### src/rtl/regfile_pkg.sv
// Shared defaults and types for the scoreboarded integer register file.
// Holds the default data width, register count, stack-pointer index and
// reset value, plus the address/data typedefs used by the default build.
// Optional feature macro used by this slice: REGFILE_BYPASS_EN.
package regfile_pkg;

  localparam int          DEF_XLEN    = 32;
  localparam int          DEF_NREGS   = 32;
  localparam int          DEF_AW      = $clog2(DEF_NREGS);
  localparam int          DEF_SP_IDX  = 2;
  localparam logic [31:0] DEF_SP_INIT = 32'h0000_2ffc;

  typedef logic [DEF_AW-1:0]   reg_addr_t;
  typedef logic [DEF_XLEN-1:0] xlen_t;

endpackage

### src/rtl/scoreboard_register_file_pending_counter.sv
// pending_counter: per-register saturating up/down count of outstanding writes.
// Ports:
//   clk, rst_n : clock, asynchronous active-low reset
//   inc        : an accepted issue targets this register
//   dec        : a writeback targets this register
//   clr        : pipeline squash, wins over inc/dec
//   busy       : count is non-zero
//   full       : count is at its maximum, further issues must stall
//   last       : count is exactly one (only with REGFILE_BYPASS_EN)
// Optional feature macro: REGFILE_BYPASS_EN.
module pending_counter #(
  parameter int PEND_W = 2
) (
  input  logic clk,
  input  logic rst_n,
  input  logic inc,
  input  logic dec,
  input  logic clr,
  output logic busy,
`ifdef REGFILE_BYPASS_EN
  output logic last,
`endif
  output logic full
);

  logic [PEND_W-1:0] r_cnt;

  // Simultaneous inc and dec cancel; neither direction ever wraps.
  always_ff @(posedge clk or negedge rst_n) begin
    if (!rst_n) begin
      r_cnt <= '0;
    end else if (clr) begin
      r_cnt <= '0;
    end else if (inc && !dec && !full) begin
      r_cnt <= r_cnt + 1'b1;
    end else if (dec && !inc && busy) begin
      r_cnt <= r_cnt - 1'b1;
    end
  end

  assign busy = (r_cnt != '0);
  assign full = (r_cnt == '1);
`ifdef REGFILE_BYPASS_EN
  assign last = (r_cnt == PEND_W'(1));
`endif

endmodule

### src/rtl/scoreboard_register_file.sv
// scoreboard_register_file: multi-read-port integer register file with a
// per-register pending-write scoreboard for RAW hazard detection.
// Ports:
//   clk, reset_n        : clock, asynchronous active-low reset
//   rs_addr / rs_dout   : NUM_RD packed asynchronous read ports
//   rs_busy             : per read port, addressed register has a pending write
//   issue_valid/_rd     : decode allocates a producer; issue_ready = not full
//   wb_valid/_rd/_data  : writeback port (data written on the rising edge)
//   flush               : clears all pending counters, data untouched
//   wb_underflow        : sticky, writeback seen with no pending producer
//   dbg_addr / dbg_dout : asynchronous debug read port
// Register 0 reads as zero, ignores writes and is never busy.
// Optional feature macro: REGFILE_BYPASS_EN (write-first read bypass).
module scoreboard_register_file
  import regfile_pkg::*;
#(
  parameter int               XLEN    = DEF_XLEN,
  parameter int               NREGS   = DEF_NREGS,
  parameter int               AW      = $clog2(NREGS),
  parameter int               NUM_RD  = 2,
  parameter int               PEND_W  = 2,
  parameter int               SP_IDX  = DEF_SP_IDX,
  parameter logic [XLEN-1:0]  SP_INIT = XLEN'(DEF_SP_INIT)
) (
  input  logic                   clk,
  input  logic                   reset_n,
  input  logic [NUM_RD*AW-1:0]   rs_addr,
  output logic [NUM_RD*XLEN-1:0] rs_dout,
  output logic [NUM_RD-1:0]      rs_busy,
  input  logic                   issue_valid,
  input  logic [AW-1:0]          issue_rd,
  output logic                   issue_ready,
  input  logic                   wb_valid,
  input  logic [AW-1:0]          wb_rd,
  input  logic [XLEN-1:0]        wb_data,
  input  logic                   flush,
  output logic                   wb_underflow,
  input  logic [AW-1:0]          dbg_addr,
  output logic [XLEN-1:0]        dbg_dout
);

  logic [XLEN-1:0]  r_regs [NREGS];
  logic             r_underflow;
  logic [NREGS-1:0] w_busy;
  logic [NREGS-1:0] w_full;
  logic             w_iss_acc;
`ifdef REGFILE_BYPASS_EN
  logic [NREGS-1:0] w_last;
`endif

  // Register 0 has no counter: never busy, never full, so issues to it
  // are always accepted and vanish.
  assign w_busy[0] = 1'b0;
  assign w_full[0] = 1'b0;
`ifdef REGFILE_BYPASS_EN
  assign w_last[0] = 1'b0;
`endif

  assign issue_ready = !w_full[issue_rd];
  assign w_iss_acc   = issue_valid && issue_ready;

  for (genvar g = 1; g < NREGS; g++) begin : g_cnt
    logic w_inc;
    logic w_dec;
    assign w_inc = w_iss_acc && (issue_rd == AW'(g));
    assign w_dec = wb_valid  && (wb_rd    == AW'(g));

    pending_counter #(.PEND_W(PEND_W)) u_cnt (
      .clk   (clk),
      .rst_n (reset_n),
      .inc   (w_inc),
      .dec   (w_dec),
      .clr   (flush),
      .busy  (w_busy[g]),
`ifdef REGFILE_BYPASS_EN
      .last  (w_last[g]),
`endif
      .full  (w_full[g])
    );
  end

  // Architectural storage; the stack pointer comes out of reset preloaded.
  always_ff @(posedge clk or negedge reset_n) begin
    if (!reset_n) begin
      for (int i = 0; i < NREGS; i++) begin
        r_regs[i] <= (i == SP_IDX) ? SP_INIT : '0;
      end
    end else if (wb_valid && (wb_rd != '0)) begin
      r_regs[wb_rd] <= wb_data;
    end
  end

  // A writeback racing a flush is an expected squash, not an underflow.
  always_ff @(posedge clk or negedge reset_n) begin
    if (!reset_n) begin
      r_underflow <= 1'b0;
    end else if (wb_valid && (wb_rd != '0) && !w_busy[wb_rd] && !flush) begin
      r_underflow <= 1'b1;
    end
  end

  assign wb_underflow = r_underflow;

  always_comb begin
    logic [AW-1:0] v_a;
    v_a     = '0;
    rs_dout = '0;
    rs_busy = '0;
    for (int k = 0; k < NUM_RD; k++) begin
      v_a = rs_addr[k*AW +: AW];
      rs_dout[k*XLEN +: XLEN] = (v_a == '0) ? '0 : r_regs[v_a];
      rs_busy[k]              = w_busy[v_a];
`ifdef REGFILE_BYPASS_EN
      // Write-first: forward the writeback, and drop busy when this
      // writeback retires the last producer (unless an issue refills it).
      if (wb_valid && (wb_rd == v_a) && (v_a != '0)) begin
        rs_dout[k*XLEN +: XLEN] = wb_data;
        if (w_last[v_a] && !(w_iss_acc && (issue_rd == v_a))) begin
          rs_busy[k] = 1'b0;
        end
      end
`endif
    end
  end

  always_comb begin
    dbg_dout = (dbg_addr == '0) ? '0 : r_regs[dbg_addr];
`ifdef REGFILE_BYPASS_EN
    if (wb_valid && (wb_rd == dbg_addr) && (dbg_addr != '0)) begin
      dbg_dout = wb_data;
    end
`endif
  end

endmodule

### config.mk
export PLATFORM = sky130hd
export DESIGN_NAME = scoreboard_register_file
export DESIGN_NICKNAME = d
export VERILOG_FILES = /design/src/rtl/regfile_pkg.sv /design/src/rtl/scoreboard_register_file_pending_counter.sv /design/src/rtl/scoreboard_register_file.sv
export SDC_FILE = /design/constraint.sdc
export NUM_CORES = 2
export LEC_CHECK = 0
export CORE_MARGIN = 1
export CORE_UTILIZATION = 40
export DETAILED_ROUTE_END_ITERATION = 12
export GPL_TIMING_DRIVEN = 0
export PLACE_DENSITY = 0.54
export SYNTH_ARGS = -nofsm -noshare
export SYNTH_HDL_FRONTEND = slang
export SYNTH_SLANG_ARGS = --single-unit
export TNS_END_PERCENT = 1
### constraint.sdc
create_clock -name clk -period 3.51 [get_ports clk]
set_clock_uncertainty 0.2 [all_clocks]
set_input_delay 0.702 -clock clk [delete_from_list [all_inputs] [get_ports clk]]
set_output_delay 0.702 -clock clk [all_outputs]
set_load 0.03 [all_outputs]
Yosys cells after proc, flatten, opt, wreduce, memory -nomap -nowiden:

Cells that the tools add are included.

* register bits: 1087
* output and inout port bits: 100
* word-level logic and storage cells: 701

* add/subtract/negate cells: 62
* order comparisons: 9
* eq/ne operators: 93
* multiplexer cells: 116
* bitwise gates (word level): 4
* reductions and logical operators: 353

Operators with widths (number)
* $bwmux 1024: 1
* $bmux 32 s5: 3
* $mux 32: 10
* $logic_and 1x1->1: 191
* $mux 2: 93
* $demux 32 s5: 1
* $eq 5x5->1 const B: 32
* $logic_not 1->1: 96
* $reduce_bool 3->1: 31
* $eq 5x4->1 const B: 16
* $add 2x1->2 const B: 31
* $eq 2x2->1 const B: 31
* $reduce_bool 2->1: 31
* $sub 2x1->2 const B: 31
* $eq 5x3->1 const B: 8
* $ge 6x6->1 const B: 4
* $lt 5x6->1 const B: 4
* $not 5->6: 4
* $bmux 1 s5: 4
* $eq 5x2->1 const B: 4
* $logic_not 5->1: 3
* $eq 5x1->1 const B: 2
* $lt 6x1->1 const B: 1
* $reduce_bool 5->1: 1
* $mux 1: 4

Depth between registers and ports, before layout:

* depth after elaboration: 12
* mapped depth: 10
* gate-level depth less buffers: 7

Hierarchy:

From an unflattened synthesis, not the netlist that was laid out.

* cells, all modules: 5276
* area, all modules: 67766.2 µm²

Modules (own cells, without submodules)
* scoreboard_register_file: times used 1, cells an instance 4842, area an instance 63616.0 µm², sequential area each 25663.4 µm²
* pending_counter: times used 31, cells an instance 14, area an instance 133.9 µm², sequential area each 50.0 µm²

Worst setup path after synthesis:

No wires, ideal clock.

* path type: in2out
* start: input rs_addr[0]
* end: output rs_dout[1]
* arrival time: 2989 ps
* data required time: 2608 ps
* setup slack: -381 ps
* stages: 7
* path buffers: 3
* cell sequence: buf_2 -> buf_2 -> buf_1 -> mux4_2 -> mux4_2 -> nand2_1 -> o21ai_0

* cells in the longest elaborated chain, start to end: 5

RTL lines
* start: declaration: line scoreboard_register_file.sv:27 `input logic [NUM_RD*AW-1:0] rs_addr,`
* $not 5->6 (implied by the code): line scoreboard_register_file.sv:111 `rs_dout[k*XLEN +: XLEN] = (v_a == '0) ? '0 : r_regs[v_a];`
* $bmux 32 s5: line scoreboard_register_file.sv:111
* $mux 32 (implied by the code) (2 in series): line scoreboard_register_file.sv:111
* $mux 32 (*): line scoreboard_register_file.sv:111
* end: declaration: line scoreboard_register_file.sv:28 `output logic [NUM_RD*XLEN-1:0] rs_dout,`

Every way passes the cells marked *; elsewhere a longest branch is shown, timed or not. The select of a mux whose other input is x is not followed.

Final worst setup path:

* start: input wb_valid
* end: register r_regs[629] (netlist name)

* cells in the longest elaborated chain, start to end: 1

RTL lines
* start: declaration: line scoreboard_register_file.sv:33 `input logic wb_valid,`
* $logic_and 1x1->1: line scoreboard_register_file.sv:88 `end else if (wb_valid && (wb_rd != '0)) begin`
* end signal: indexed assignment: line scoreboard_register_file.sv:86 `r_regs[i] <= (i == SP_IDX) ? SP_INIT : '0;`
* end signal: indexed assignment: line scoreboard_register_file.sv:89 `r_regs[wb_rd] <= wb_data;`
* end: declaration: line scoreboard_register_file.sv:42 `logic [XLEN-1:0] r_regs [NREGS];`

No other way between the ends.
A chain may end at the register's enable or synchronous reset.

==> summary.txt <==
Pwr
  – Clock power share: 0.328
  – PnR Total Power: between 0.04 and 0.05 W
  – Internal Power: between 0.02 and 0.03 W
  – Power Density: approximately 530 nW/µm²
  – Pleak: about 34 nW
  – Psw: roughly 0.013 W
  – Register share of total power: 0.395
  – Sw Ratio: 0.3123
  – Comb power frac: 0.276
  – VDD IR-drop max: 0.0006054 V

Timing
  – Fmax: 258.5 MHz
  – Endpoints failing hold: 0
  – Final worst slack: -0.3590 ns
  – Crit path time final: roughly 3.9 ns
  – Pins Over Slew Limit: 22
  – Final Setup Violations: about 560
  – RSZ-0062 raised after global routing: yes
  – Relative max-transition margin: -0.05415
  – Part of the cycle the worst path needs: 1.102
  – Worst slew pin tran: 1.581 ns

Critical path
  – Crit. End Element: flip-flop
  – Worst EP required: between 3 and 4 ns
  – Crit path depth: 6
  – Worst reg2reg path depth: 7
  – Critical path class: in2reg
  – Critical-path cell list: clkdlybuf4s50_1, or3b_1, clkbuf_1, nor2_1, clkbuf_1, mux2_2
  – Critical Path AT: 4.34 ns
  – Startpoint Class: primary input
  – Slowest Stage Delay on Critical Path: 1.08 ns
  – Largest delay contributor family on the critical path: buffers and inverters
  – Crit-path slowest cell: clkbuf_1
  – Critical Path Fanout Max: 10
  – Most used cell, CP: clkbuf_1
  – Worst path bufs/invs: 3

Outcome
  – Failing checks: max-capacitance violations, max-slew violations, negative setup slack
  – Outcome: complete, but fails checks

Drt
  – Vias: between 40000 and 50000
  – Drt total wl: about 290 mm
  – TritonRoute pass-1 iters: 6
  – Drt drc: 0
  – Initial DRC Count: 7137
  – Vias per cell: about 6.7
  – Wire per inst: ~39 µm
  – Routed Antenna Nets: 0

CTS
  – CTS tree: done
  – CTS sink count: about 1100
  – Clock Tree Buf Depth: 3
  – Clk_lat worst skew: between 0.7 and 0.8 ns
  – CTS root buf: clkbuf_16
  – CTS Buf Count: roughly 130
  – H-tree lvl count: 4
  – Reg clk slew, reported paths: 0.06 ns

Yosys
  – Syn Area/Cell: ~14 µm²
  – Synth Instances: between 4000 and 5000
  – Primary FF master, synth: dfrtp_1
  – Post-synthesis sequential area ratio: 0.4071
  – FF+latch count, synth: 1087
  – Post-Syn Area: 66850 µm²
  – Post-synth EDFFs: 0
  – Post-synth ARST share: 1.000
  – Post-synthesis cell type count: 69
  – Synth Warn #: 0
  – Synth Net Count: 4811

Min path
  – Worst hold path type: in2reg
  – Hold Crit Depth: 3

GRT
  – Vias in the first global route: just under 50000
  – Total gr overflow: 0
  – First-pass GRT wire length: between 300 and 400 mm
  – Maximum number of pins on one net before global-route repair: 174
  – Initial antenna violation count: 7
  – GRT Overall Usage: 0.3439

Floorplanning
  – Row count: approximately 150
  – Die span in x: 410.8 µm
  – Die Area: 168800 µm²
  – Die span in y: a little over 400 µm
  – I/O Pins: approximately 160
  – Core Footprint: 165400 µm²
  – Initial Utilization: 0.4043

Flow run
  – Maxcap violations: 2

Placement
  – Placed instance area: between 70000 and 80000 µm²
  – Detailed Place HPWL: just under 200 mm
  – Inst Count DP: between 7000 and 8000
  – PortBufs: approximately 150
  – GPL Wtd Cong: roughly 0.93
  – Pre-CTS setup slack: -3.329 ns

Finish
  – Final non-filler cell total: 7421
  – Layout cells sized above 1: 0.4963
  – Post-route design area: roughly 80000 µm²
  – Final Net Count: approximately 5200
  – Final-layout fill cell count: about 14000
  – Synthesis-to-finish area growth: 19.59%
-- worst min-delay path, cell delays in order --
cell and delay [ns]:
buf_6 0.16, and2_4 0.21, a311oi_2 0.08
-- cell usage in the layout, fill, tap and decap left out, drive strengths merged, types with 5 or more instances in the layout --
| cell type | synthesis | routed |
|---|---|---|
| clkinv | 0 | 16 |
| nand3 | 15 | 15 |
| o41ai | 5 | 5 |
| dfstp | 11 | 11 |
| a211oi | 24 | 24 |
| nor2b | 13 | 13 |
| clkdlybuf4s15 | 0 | 20 |
| clkbuf | 364 | 558 |
| a31oi | 8 | 8 |
| inv | 29 | 39 |
| nor3b | 7 | 7 |
| o211ai | 7 | 7 |
| o21a | 6 | 6 |
| dfrtp | 1076 | 1076 |
| mux4 | 983 | 983 |
| nor2 | 174 | 174 |
| mux2i | 67 | 67 |
| and3 | 6 | 6 |
| clkdlybuf4s50 | 0 | 43 |
| nand3b | 7 | 7 |
| a221oi | 10 | 10 |
| a21oi | 55 | 55 |
| a22o | 6 | 6 |
| nand2 | 768 | 768 |
| nand2b | 15 | 15 |
| o21ai | 50 | 50 |
| mux2 | 777 | 777 |
| and2 | 14 | 14 |
| or2 | 18 | 18 |
| a311oi | 8 | 8 |
| nor3 | 23 | 23 |
| buf | 157 | 345 |
| nand4 | 5 | 5 |
-- area by class of cell --
class / instances / area (µm²) / area share
flip-flops and latches: 1087 / 27220 / 0.3405
diodes: 3 / 7.507 / 0.00009390
repair buffers: 245 / 2673 / 0.03343
plain buffers: 518 / 4913 / 0.06146
clock buffers: 207 / 4001 / 0.05005
inverters: 29 / 108.9 / 0.001362
well taps: 2189 / 2739 / 0.03426
multi-input cells: 3112 / 37990 / 0.4752
clock inverters: 31 / 295.3 / 0.003693
-- power by group through the flow --
stage               Combinational (W)  Clock [W]  Sequential, W
global route                   0.0123     0.0146         0.0172
CTS                            0.0116     0.0141         0.0168
finish                         0.0118     0.0140         0.0169
floorplan                     0.00778          0         0.0163
global placement               0.0108          0         0.0169
detailed placement             0.0111          0         0.0170
-- logic make-up after synthesis --
kind of cell,Yosys count,synth area share
buffers and inverters,550,0.03315
muxes,1827,0.4721
and+or+nand+nor,1079,0.06665
xor gates and xnor gates,4,0.0005240
DFF,1087,0.4071
AOI/OAI and AO/OA,202,0.02048
-- timing repair --
action                     in CTS  in global routing
cloned                         17                  3
pin swaps                       6                  4
resized for setup            1427                 98
setup buffers                  45                 20
hold buffers                    1                  0
setup endpoints to repair     367                521
hold endpoints to repair       41                  0
-- through the flow --
stage / utilization / TNS (ns) / hold WS [ns]
floorplan: - / -3.564 / 0.2064
global placement: 0.4303 / - / 0.2559
detailed placement: 0.4322 / -908.52 / 0.2667
CTS: 0.4806 / -37.02 / 0.1892
global route: 0.4834 / -65.07 / 0.2179
finish: 0.4835 / -80.52 / 0.2226
-- synthesized netlist by cell type, types with 8 or more instances --
| master | number | share of area |
|---|---|---|
| nor2b_1 | 12 | 0.0011 |
| o21ai_0 | 48 | 0.0036 |
| a211oi_1 | 23 | 0.0026 |
| a221oi_1 | 8 | 0.0010 |
| mux2i_1 | 67 | 0.010 |
| nand2b_1 | 15 | 0.0014 |
| dfstp_2 | 11 | 0.0043 |
| nor3_1 | 23 | 0.0017 |
| mux2_2 | 774 | 0.13 |
| and2_1 | 13 | 0.0012 |
| nand3_1 | 14 | 0.0010 |
| buf_1 | 70 | 0.0039 |
| buf_2 | 79 | 0.0059 |
| clkbuf_1 | 364 | 0.020 |
| dfrtp_1 | 1076 | 0.40 |
| nor2_1 | 174 | 0.0098 |
| or2_2 | 12 | 0.0011 |
| a21oi_1 | 54 | 0.0040 |
| mux4_2 | 983 | 0.33 |
| inv_1 | 29 | 0.0016 |
| nand2_1 | 768 | 0.043 |
-- routing by layer --
metal  share of wire  GRT usage  vias up
li1                -          -    19060
met1            0.39     0.4576    26920
met2            0.44     0.5074     3065
met3            0.11    0.09867      720
met4           0.063     0.1886        2
met5        0.000045          0        -
-- registers in the layout (all words and copies together), names as in the netlist --
| signal | flops |
|---|---|
| r_regs | 1024 |
| g_cnt.u_cnt.r_cnt | 62 |
| wb_underflow | 1 |
-- worst paths after layout --
| check | from | endpoint | slack [ns] |
|---|---|---|---|
| worst min-delay path | issue_rd[1] | g_cnt[31].u_cnt.r_cnt[0] | 0.22 |
| worst min register to register | r_regs[1000] | r_regs[1000] | 0.28 |
| max in group asynchronous | reset_n | r_regs[369] | 0.37 |
| min in group asynchronous | reset_n | g_cnt[17].u_cnt.r_cnt[1] | 0.24 |
| worst max-delay path | wb_valid | r_regs[629] | -0.36 |
| worst max register to register | g_cnt[29].u_cnt.r_cnt[1] | g_cnt[25].u_cnt.r_cnt[1] | 0.95 |
(Power assumes the default switching activity.)
